[src/rtl/hdmi_pkg.sv]
// ============================================================================
// Module      : hdmi_pkg
// Description : Shared types and constants for the HDMI pixel-source path.
// Revision    : 1.0 - initial release
// ============================================================================
`default_nettype none

package hdmi_pkg;

    localparam int BITS_PER_COLOR_DFLT = 8;
    localparam int FRAME_CNT_W         = 16;

    typedef enum logic [1:0] {
        SYNC = 2'd0,
        IDLE = 2'd1,
        OWN0 = 2'd2,
        OWN1 = 2'd3
    } arb_state_t;

endpackage

`default_nettype wire

[src/rtl/rr_pick2.sv]
// ============================================================================
// Module      : rr_pick2
// Description : Combinational two-requester round-robin pick (one-hot result).
// Revision    : 1.0 - initial release
// ============================================================================
`default_nettype none

module rr_pick2 (
    input  logic [1:0] req,
    input  logic       ptr,
    output logic [1:0] gnt
);

    // ptr names the source that wins a tie.
    always_comb begin
        gnt = req;
        if (req == 2'b11) begin
            gnt = ptr ? 2'b10 : 2'b01;
        end
    end

endmodule

`default_nettype wire

[src/rtl/pixel_src_arbiter.sv]
// ============================================================================
// Module      : pixel_src_arbiter
// Description : Frame-granular round-robin arbiter between two pixel sources.
// Revision    : 1.0 - initial release
// ============================================================================
`default_nettype none

module pixel_src_arbiter
    import hdmi_pkg::*;
#(
    parameter int BITS_PER_COLOR = BITS_PER_COLOR_DFLT
) (
    input  logic                           i_pixclk,
    input  logic                           i_reset,
    input  logic                           i_rd,
    input  logic                           i_newline,
    input  logic                           i_newframe,
    input  logic [1:0]                     i_req,
    input  logic [3*BITS_PER_COLOR-1:0]    i_pixel0,
    input  logic [3*BITS_PER_COLOR-1:0]    i_pixel1,
    output logic [1:0]                     o_rd,
    output logic [1:0]                     o_newline,
    output logic [1:0]                     o_newframe,
    output logic [3*BITS_PER_COLOR-1:0]    o_pixel,
    output logic [1:0]                     o_gnt,
    output logic [FRAME_CNT_W-1:0]         o_frame_cnt
);

    localparam int PW = 3 * BITS_PER_COLOR;

    arb_state_t             r_state;
    arb_state_t             w_state_nxt;
    logic                   r_ptr;
    logic                   w_ptr_nxt;
    logic [FRAME_CNT_W-1:0] r_frame_cnt;
    logic [1:0]             w_pick;
    logic [1:0]             w_own;
    logic [1:0]             w_route;

    rr_pick2 u_pick (
        .req (i_req),
        .ptr (r_ptr),
        .gnt (w_pick)
    );

    always_ff @(posedge i_pixclk or posedge i_reset) begin
        if (i_reset) begin
            r_state     <= SYNC;
            r_ptr       <= 1'b0;
            r_frame_cnt <= '0;
        end else begin
            r_state <= w_state_nxt;
            r_ptr   <= w_ptr_nxt;
            if (i_newframe) begin
                r_frame_cnt <= r_frame_cnt + FRAME_CNT_W'(1);
            end
        end
    end

    // Ownership only moves on a frame boundary; the winner hands the tie to the other source.
    always_comb begin
        w_state_nxt = r_state;
        w_ptr_nxt   = r_ptr;
        if (i_newframe) begin
            case (w_pick)
                2'b01: begin
                    w_state_nxt = OWN0;
                    w_ptr_nxt   = 1'b1;
                end
                2'b10: begin
                    w_state_nxt = OWN1;
                    w_ptr_nxt   = 1'b0;
                end
                default: w_state_nxt = IDLE;
            endcase
        end
    end

    always_comb begin
        w_own = 2'b00;
        case (r_state)
            OWN0:    w_own = 2'b01;
            OWN1:    w_own = 2'b10;
            default: w_own = 2'b00;
        endcase
    end

    // The boundary cycle already routes to the incoming owner.
    always_comb begin
        w_route = 2'b00;
        if (!i_reset) begin
            w_route = i_newframe ? w_pick : w_own;
        end
    end

    always_comb begin
        o_pixel = '0;
        if (w_route[0]) begin
            o_pixel = i_pixel0;
        end else if (w_route[1]) begin
            o_pixel = i_pixel1;
        end
    end

    assign o_rd        = {2{i_rd}}       & w_route;
    assign o_newline   = {2{i_newline}}  & w_route;
    assign o_newframe  = {2{i_newframe}} & w_route;
    assign o_gnt       = w_own;
    assign o_frame_cnt = r_frame_cnt;

    logic [PW-1:0] w_unused_pw;
    assign w_unused_pw = '0;

endmodule

`default_nettype wire

[config.mk]
export PLATFORM = sky130hd
export DESIGN_NAME = pixel_src_arbiter
export DESIGN_NICKNAME = d
export VERILOG_FILES = /design/src/rtl/hdmi_pkg.sv /design/src/rtl/rr_pick2.sv /design/src/rtl/pixel_src_arbiter.sv
export SDC_FILE = /design/constraint.sdc
export NUM_CORES = 1
export LEC_CHECK = 0
export CORE_MARGIN = 4
export CORE_UTILIZATION = 33
export CTS_BUF_LIST = sky130_fd_sc_hd__clkbuf_2
export DETAILED_ROUTE_END_ITERATION = 7
export PLACE_DENSITY = 0.84
export SYNTH_ARGS = -nofsm -noshare
export SYNTH_HDL_FRONTEND = slang
export SYNTH_SLANG_ARGS = --single-unit
[constraint.sdc]
create_clock -name i_pixclk -period 2.15 [get_ports i_pixclk]
set_clock_uncertainty 0.2 [all_clocks]
set_input_delay 0.43 -clock i_pixclk [delete_from_list [all_inputs] [get_ports i_pixclk]]
set_output_delay 0.43 -clock i_pixclk [all_outputs]
set_load 0.03 [all_outputs]
==> results of run 1 <==
[cell usage in the layout (no fill, tap or decap), types with 7 or more instances in the layout]
master / count
dfrtp_1: 19
a22oi_1: 8
clkdlybuf4s50_1: 58
buf_6: 7
xnor2_1: 11
buf_4: 36
nand2_1: 7
dlymetal6s2s_1: 7
nor2_1: 29
a22oi_2: 16
[area by class of cell]
cell class | instances | area (um^2) | area share, %
sequential | 19 | 475.5 | 18.97
inverter | 3 | 15.01 | 0.5991
timing repair buffer | 120 | 1155 | 46.08
clock buffer | 3 | 15.01 | 0.5991
multi-input combinational | 107 | 783.3 | 31.25
clock inverter | 1 | 5.005 | 0.1997
tap | 46 | 57.56 | 2.297
[cell families (layout without fill, tap and decap cells)]
kind of cell	count (synthesis)	in the layout	share of synthesized area (%)
AO/OA/AOI/OAI	28	28	18.49
flip-flops	19	19	39.26
adder cells (fa/ha/maj)	1	1	1.033
XOR/XNOR	15	15	10.85
AND/OR/NAND/NOR	62	62	24.07
multiplexers	1	1	0.9297
buffers and inverters	12	127	5.372
[how the worst min path moves through the flow]
stage	startpoint	to
final	i_reset	r_ptr$_DFFE_PP0P_
after global routing	i_reset	o_frame_cnt[5]$_DFFE_PP0P_
after floorplan	i_reset	o_frame_cnt[0]$_DFFE_PP0P_
after CTS	i_reset	o_frame_cnt[5]$_DFFE_PP0P_
after detailed placement	o_frame_cnt[15]$_DFFE_PP0P_	o_frame_cnt[15]$_DFFE_PP0P_
after global placement	o_frame_cnt[15]$_DFFE_PP0P_	o_frame_cnt[15]$_DFFE_PP0P_
[flip-flops by register name (all words and copies together) (netlist names)]
signal and flops:
r_ptr 1, o_frame_cnt 16, r_state 2
[what timing repair did]
| item | in CTS | in global routing |
|---|---|---|
| gates cloned | 1 | 1 |
| pin swaps | 9 | 7 |
| setup buffers | 3 | 2 |
| endpoints found under the setup margin | 33 | 36 |
| resized for setup | 26 | 33 |
[metrics by stage]
stage / worst slack (ns) / TNS, ns
CTS: -0.2478 / -5.737
finish: -0.1934 / -4.247
detailed placement: -0.4417 / -12.51
global route: -0.2828 / -7.105
floorplan: 0.02201 / 0
global placement: -0.4345 / -12.32
[report_power, final]
group          internal (mW)  switching, mW  leakage [nW]  total, mW
combinational          0.429          0.450         0.911      0.879
sequential             0.427         0.0999         0.245      0.527
clock                 0.0421          0.108        0.0164      0.150
[metal layers]
layer / wire, um / global-route usage [%] / vias up
met2: 2373 / 33.25 / 67
met5: 0 / 0 / -
li1: - / - / 716
met3: 513 / 4.052 / 2
met4: 17 / 5.955 / 0
met1: 1675 / 16.87 / 694
[critical path, delay by kind of cell, from the launching register on]
family,cells,cell delay (ns)
AO/OA/AOI/OAI,2,0.43
buffers and inverters,2,0.34
flip-flops,1,0.45
AND/OR/NAND/NOR,2,0.18
==> impl_metrics.yaml, run 1 <==
run_status:
  status: "finished with violations"
  violations: "negative setup slack"
logic_synthesis:
  async_flop_share_pct: 100.0
  syn_avg_cell_area_um2: 8.777
  synth.yosys.seq_area_share_pct: 39.26
  synth_top_area_cell: "dfrtp_1"
  synth_area_um2: 1211
  yosys_warnings: 0
  synthesis.nets: 194
  synth_seq_cells: 19
  synth.most_common_cell: "nor2_1"
  synth.distinct_cells: 26
  syn_inst: 138
  synth_common_cells: "nor2_1 (30), a22oi_1 (24), dfrtp_1 (19)"
  synth_edf_count: 0
  synth.area.top_cells: "dfrtp_1 (39%), a22oi_1 (15%), nor2_1 (9.3%), xnor2_1 (8.0%), and3_1 (3.1%)"
  ys.flop_type: "dfrtp_1"
  synth.top_cell.area_share_pct: 39.26
clock_tree:
  htree_levels: 1
  cts-root-buf: "clkbuf_2"
  numCtsBuffers: 3
  path_clk_slew_ns: 0.17
  clk_path_buf_depth: 2
  clk-insertion-delay-late_ns: 0.30
  cts.sinks: 19
  cts_tree: "done"
  cts-hold-fix-buffers: 0
route:
  wl_per_cell_um: 15.31
  firstDrtPassIters: 4
  drt_iter0_markers: 66
  vias_per_cell: 4.946
  drc_errors: 0
  ant_nets: 0
  via_count: 1479
  wl_mm: 4.579
worst_setup_path:
  critPathKind: "register to output port"
  timing.critical_path.arrival_ns: 1.71
  crit_end: "o_pixel[17]"
  reg2regPathDepth: 5
  r2r-end: "o_frame_cnt[10]$_DFFE_PP0P_"
  startpoint: "r_ptr$_DFFE_PP0P_"
  critPathMaxStageDelay_ns: 0.45
  crit_slowest_cell: "dfrtp_1"
  ff2ff_setup_slack_ns: 0.44
  worstPathCellList: "nand2_1, a32o_2, buf_12, a22oi_2, nor2_1, buf_4"
  required_ns: 1.52
  timing.rr.start: "o_frame_cnt[0]$_DFFE_PP0P_"
  path_max_fanout: 26
  end_kind: "output port"
  startpoint_type: "register"
sta:
  worst_slack_ns: -0.1934
  max_freq_mhz: 426.7
  post-route-period-util_pct: 109.0
  final-setup-viol-count: 28
  fin_crit_ns: 2.343
  drv_slew: 0
  tightest_slew_ns: 0.3271
  relSlewSlack_pct: 78.12
  hold_viol_final: 0
  rsz0062_at_grt: "true"
  hold-worst-slack_ns: 0.07770
global_routing:
  grt_pass1_vias: 1457
  grt_first_pass_wirelength_mm: 6.016
  grt_max_degree: 27
  grt-ovfl-total: 0
  antenna_found_initial: 0
  grt_usage_pct: 16.90
final_layout:
  antenna_cells: 0
  drive_above_1_share_pct: 32.81
  stdcell_area_um2: 2506
  final_nets: 310
  nFillCells: 274
  syn_to_final_growth_pct: 106.9
  final_util_pct: 72.81
  instances_no_fill: 299
placed_design:
  postPlaceCellArea_um2: 2298
  hpwl_mm: 3.332
  gp_routability_congestion: 0.7256
  dpl.cell_count: 291
  numPortBuffers: 102
floorplanning:
  die_h_um: 68.58
  ios: 103
  rows: 21
  die_area_um2: 4703
  coreArea_um2: 3442
  die_w_um: 68.58
  initial_core_util_pct: 35.19
pwr:
  ir_worst_vdd_v: 0.0006568
  power_density_nw_per_um2: 620.9
  leakage_nw: 1.172
  finalPower_mw: 1.556
min_path:
  hp-class: "input port to async pin"
flow_run:
  maxCapViolations: 0
Note: power is estimated with default switching activity, not from simulation.
==> run 2, diff against run 1 <==
--- a/config.mk
+++ b/config.mk
@@ -10,6 +10,7 @@
 export CTS_BUF_LIST = sky130_fd_sc_hd__clkbuf_2
 export DETAILED_ROUTE_END_ITERATION = 7
 export PLACE_DENSITY = 0.84
+export RECOVER_POWER = 50
 export SYNTH_ARGS = -nofsm -noshare
 export SYNTH_HDL_FRONTEND = slang
 export SYNTH_SLANG_ARGS = --single-unit
==> impl_metrics.yaml, run 2 (same netlist as run 1, synthesis figures left out) <==
floorplanning:
  die_h_um: 68.58
  rows: 21
  die_area_um2: 4703
  ios: 103
  coreArea_um2: 3442
  die_w_um: 68.58
  initial_core_util_pct: 35.19
global_routing:
  grt-ovfl-total: 0
  busiest_layer: "met2"
  grt.met2_usage_pct: 33.25
  antenna_found_initial: 0
  grt_pass1_vias: 1457
  grt_usage_pct: 16.90
  met1_usage_pct: 16.87
  grt_max_degree: 27
  grt.met3_usage_pct: 4.052
  grt_first_pass_wirelength_mm: 6.016
final_layout:
  nFillCells: 274
  drive_above_1_share_pct: 32.81
  layout_commonest_cell: "clkdlybuf4s50_1"
  syn_to_final_growth_pct: 106.9
  final_util_pct: 72.81
  layout_common_cells: "clkdlybuf4s50_1 (58), buf_4 (35), nor2_1 (29)"
  largest_register_ffs: 16
  antenna_cells: 0
  final_nets: 310
sta:
  hold_viol_final: 0
  worst_slack_ns: -0.1834
  fin_crit_ns: 2.333
  final-setup-viol-count: 28
  tightest_slew_ns: 0.3271
  relSlewSlack_pct: 78.12
  max_freq_mhz: 428.6
  post-route-period-util_pct: 108.5
  drv_slew: 0
  setup_tns_ns: -3.976
  rsz0062_at_grt: "true"
clock_tree:
  cts_tree: "done"
  path_clk_slew_ns: 0.17
  clk-insertion-delay-late_ns: 0.30
  clk_path_buf_depth: 2
  cts-hold-fix-buffers: 0
  cts.sinks: 19
  numCtsBuffers: 3
  cts-root-buf: "clkbuf_2"
  htree_levels: 1
pwr:
  power_density_nw_per_um2: 620.7
  leakage_nw: 1.172
  ir_worst_vdd_v: 0.0006568
min_path:
  hp-class: "input port to async pin"
worst_setup_path:
  path_buf_inv: 2
  worstPathCellList: "nand2_1, a32o_2, buf_12, a22oi_2, nor2_1, buf_4"
  timing.critical_path.arrival_ns: 1.70
  critPathKind: "register to output port"
  end_kind: "output port"
  crit_slowest_cell: "dfrtp_1"
  path_max_fanout: 26
  startpoint_type: "register"
  critPathMaxStageDelay_ns: 0.45
  required_ns: 1.52
  critPathTopFamily: "flip-flops"
placed_design:
  hpwl_mm: 3.332
  numPortBuffers: 102
  gp_routability_congestion: 0.7256
route:
  firstDrtPassIters: 4
  wl_per_cell_um: 15.28
  drt_iter0_markers: 66
  wl_mm: 4.568
  vias_per_cell: 4.967
  ant_nets: 0
  via_count: 1485
  drc_errors: 0
flow_run:
  maxCapViolations: 0
run_status:
  violations: "negative setup slack"
  status: "finished with violations"
==> run 2: path summary, 6_finish.rpt <==
check                                       startpoint                          end  slack [ns]  cells after the start
setup / recovery                     r_ptr$_DFFE_PP0P_                  o_pixel[17]       -0.18                      6
hold / removal                                 i_reset            r_ptr$_DFFE_PP0P_        0.08                      3
setup reg to reg            o_frame_cnt[0]$_DFFE_PP0P_  o_frame_cnt[10]$_DFFE_PP0P_        0.44                      5
hold reg to reg            o_frame_cnt[15]$_DFFE_PP0P_  o_frame_cnt[15]$_DFFE_PP0P_        0.30                      1
max in group asynchronous                      i_reset  o_frame_cnt[15]$_DFFE_PP0P_        1.52                      3
min in group i_pixclk      o_frame_cnt[15]$_DFFE_PP0P_  o_frame_cnt[15]$_DFFE_PP0P_        0.30                      1
==> run 2: through the flow <==
stage	instance area, um^2	std cells	hold slack, ns	power, mW	setup WS (ns)
2_1_floorplan	1216	138	0.2963	0.9698	0.02201
3_3_place_gp	2298	291	0.2600	1.347	-0.4345
3_5_place_dp	2298	291	0.2776	1.354	-0.4417
4_1_cts	2422	299	0.07033	1.557	-0.2478
5_1_grt	2506	299	0.07271	1.650	-0.2827
6_report	2506	299	0.07755	1.556	-0.1834
==> run 2: worst reg2reg max path, stage by stage (launching register included) <==
cell and delay (ns):
dfrtp_1 0.48, ha_1 0.21, nand4_1 0.14, nor3_2 0.31, nand3_1 0.14, xnor2_1 0.14
==> run 2: metal layers <==
| layer | wire [um] | share of wire [%] |
|---|---|---|
| met5 | 0 | 0 |
| met2 | 2367 | 52 |
| met1 | 1665 | 36 |
| met4 | 17 | 0.37 |
| met3 | 518 | 11 |
==> run 2: area by class of cell <==
class | count | area (um^2) | area share (%)
Timing Repair Buffer | 120 | 1155 | 46.08
Multi-Input combinational cell | 107 | 783.3 | 31.25
Sequential cell | 19 | 475.5 | 18.97
Tap cell | 46 | 57.56 | 2.297
Clock buffer | 3 | 15.01 | 0.5991
Inverter | 3 | 15.01 | 0.5991
Clock inverter | 1 | 5.005 | 0.1997
==> run 2: where the power goes <==
part	switching, mW	internal [mW]
clock network	0.108	0.0421
logic	0.449	0.429
registers	0.0997	0.427
total	0.657	0.899
==> run 2: what timing repair did <==
action                     4_1_cts  5_1_grt
setup endpoints to repair       33       36
pin swaps                        9        7
cloned                           1        1
setup buffers                    3        2
gates resized for setup         26       33
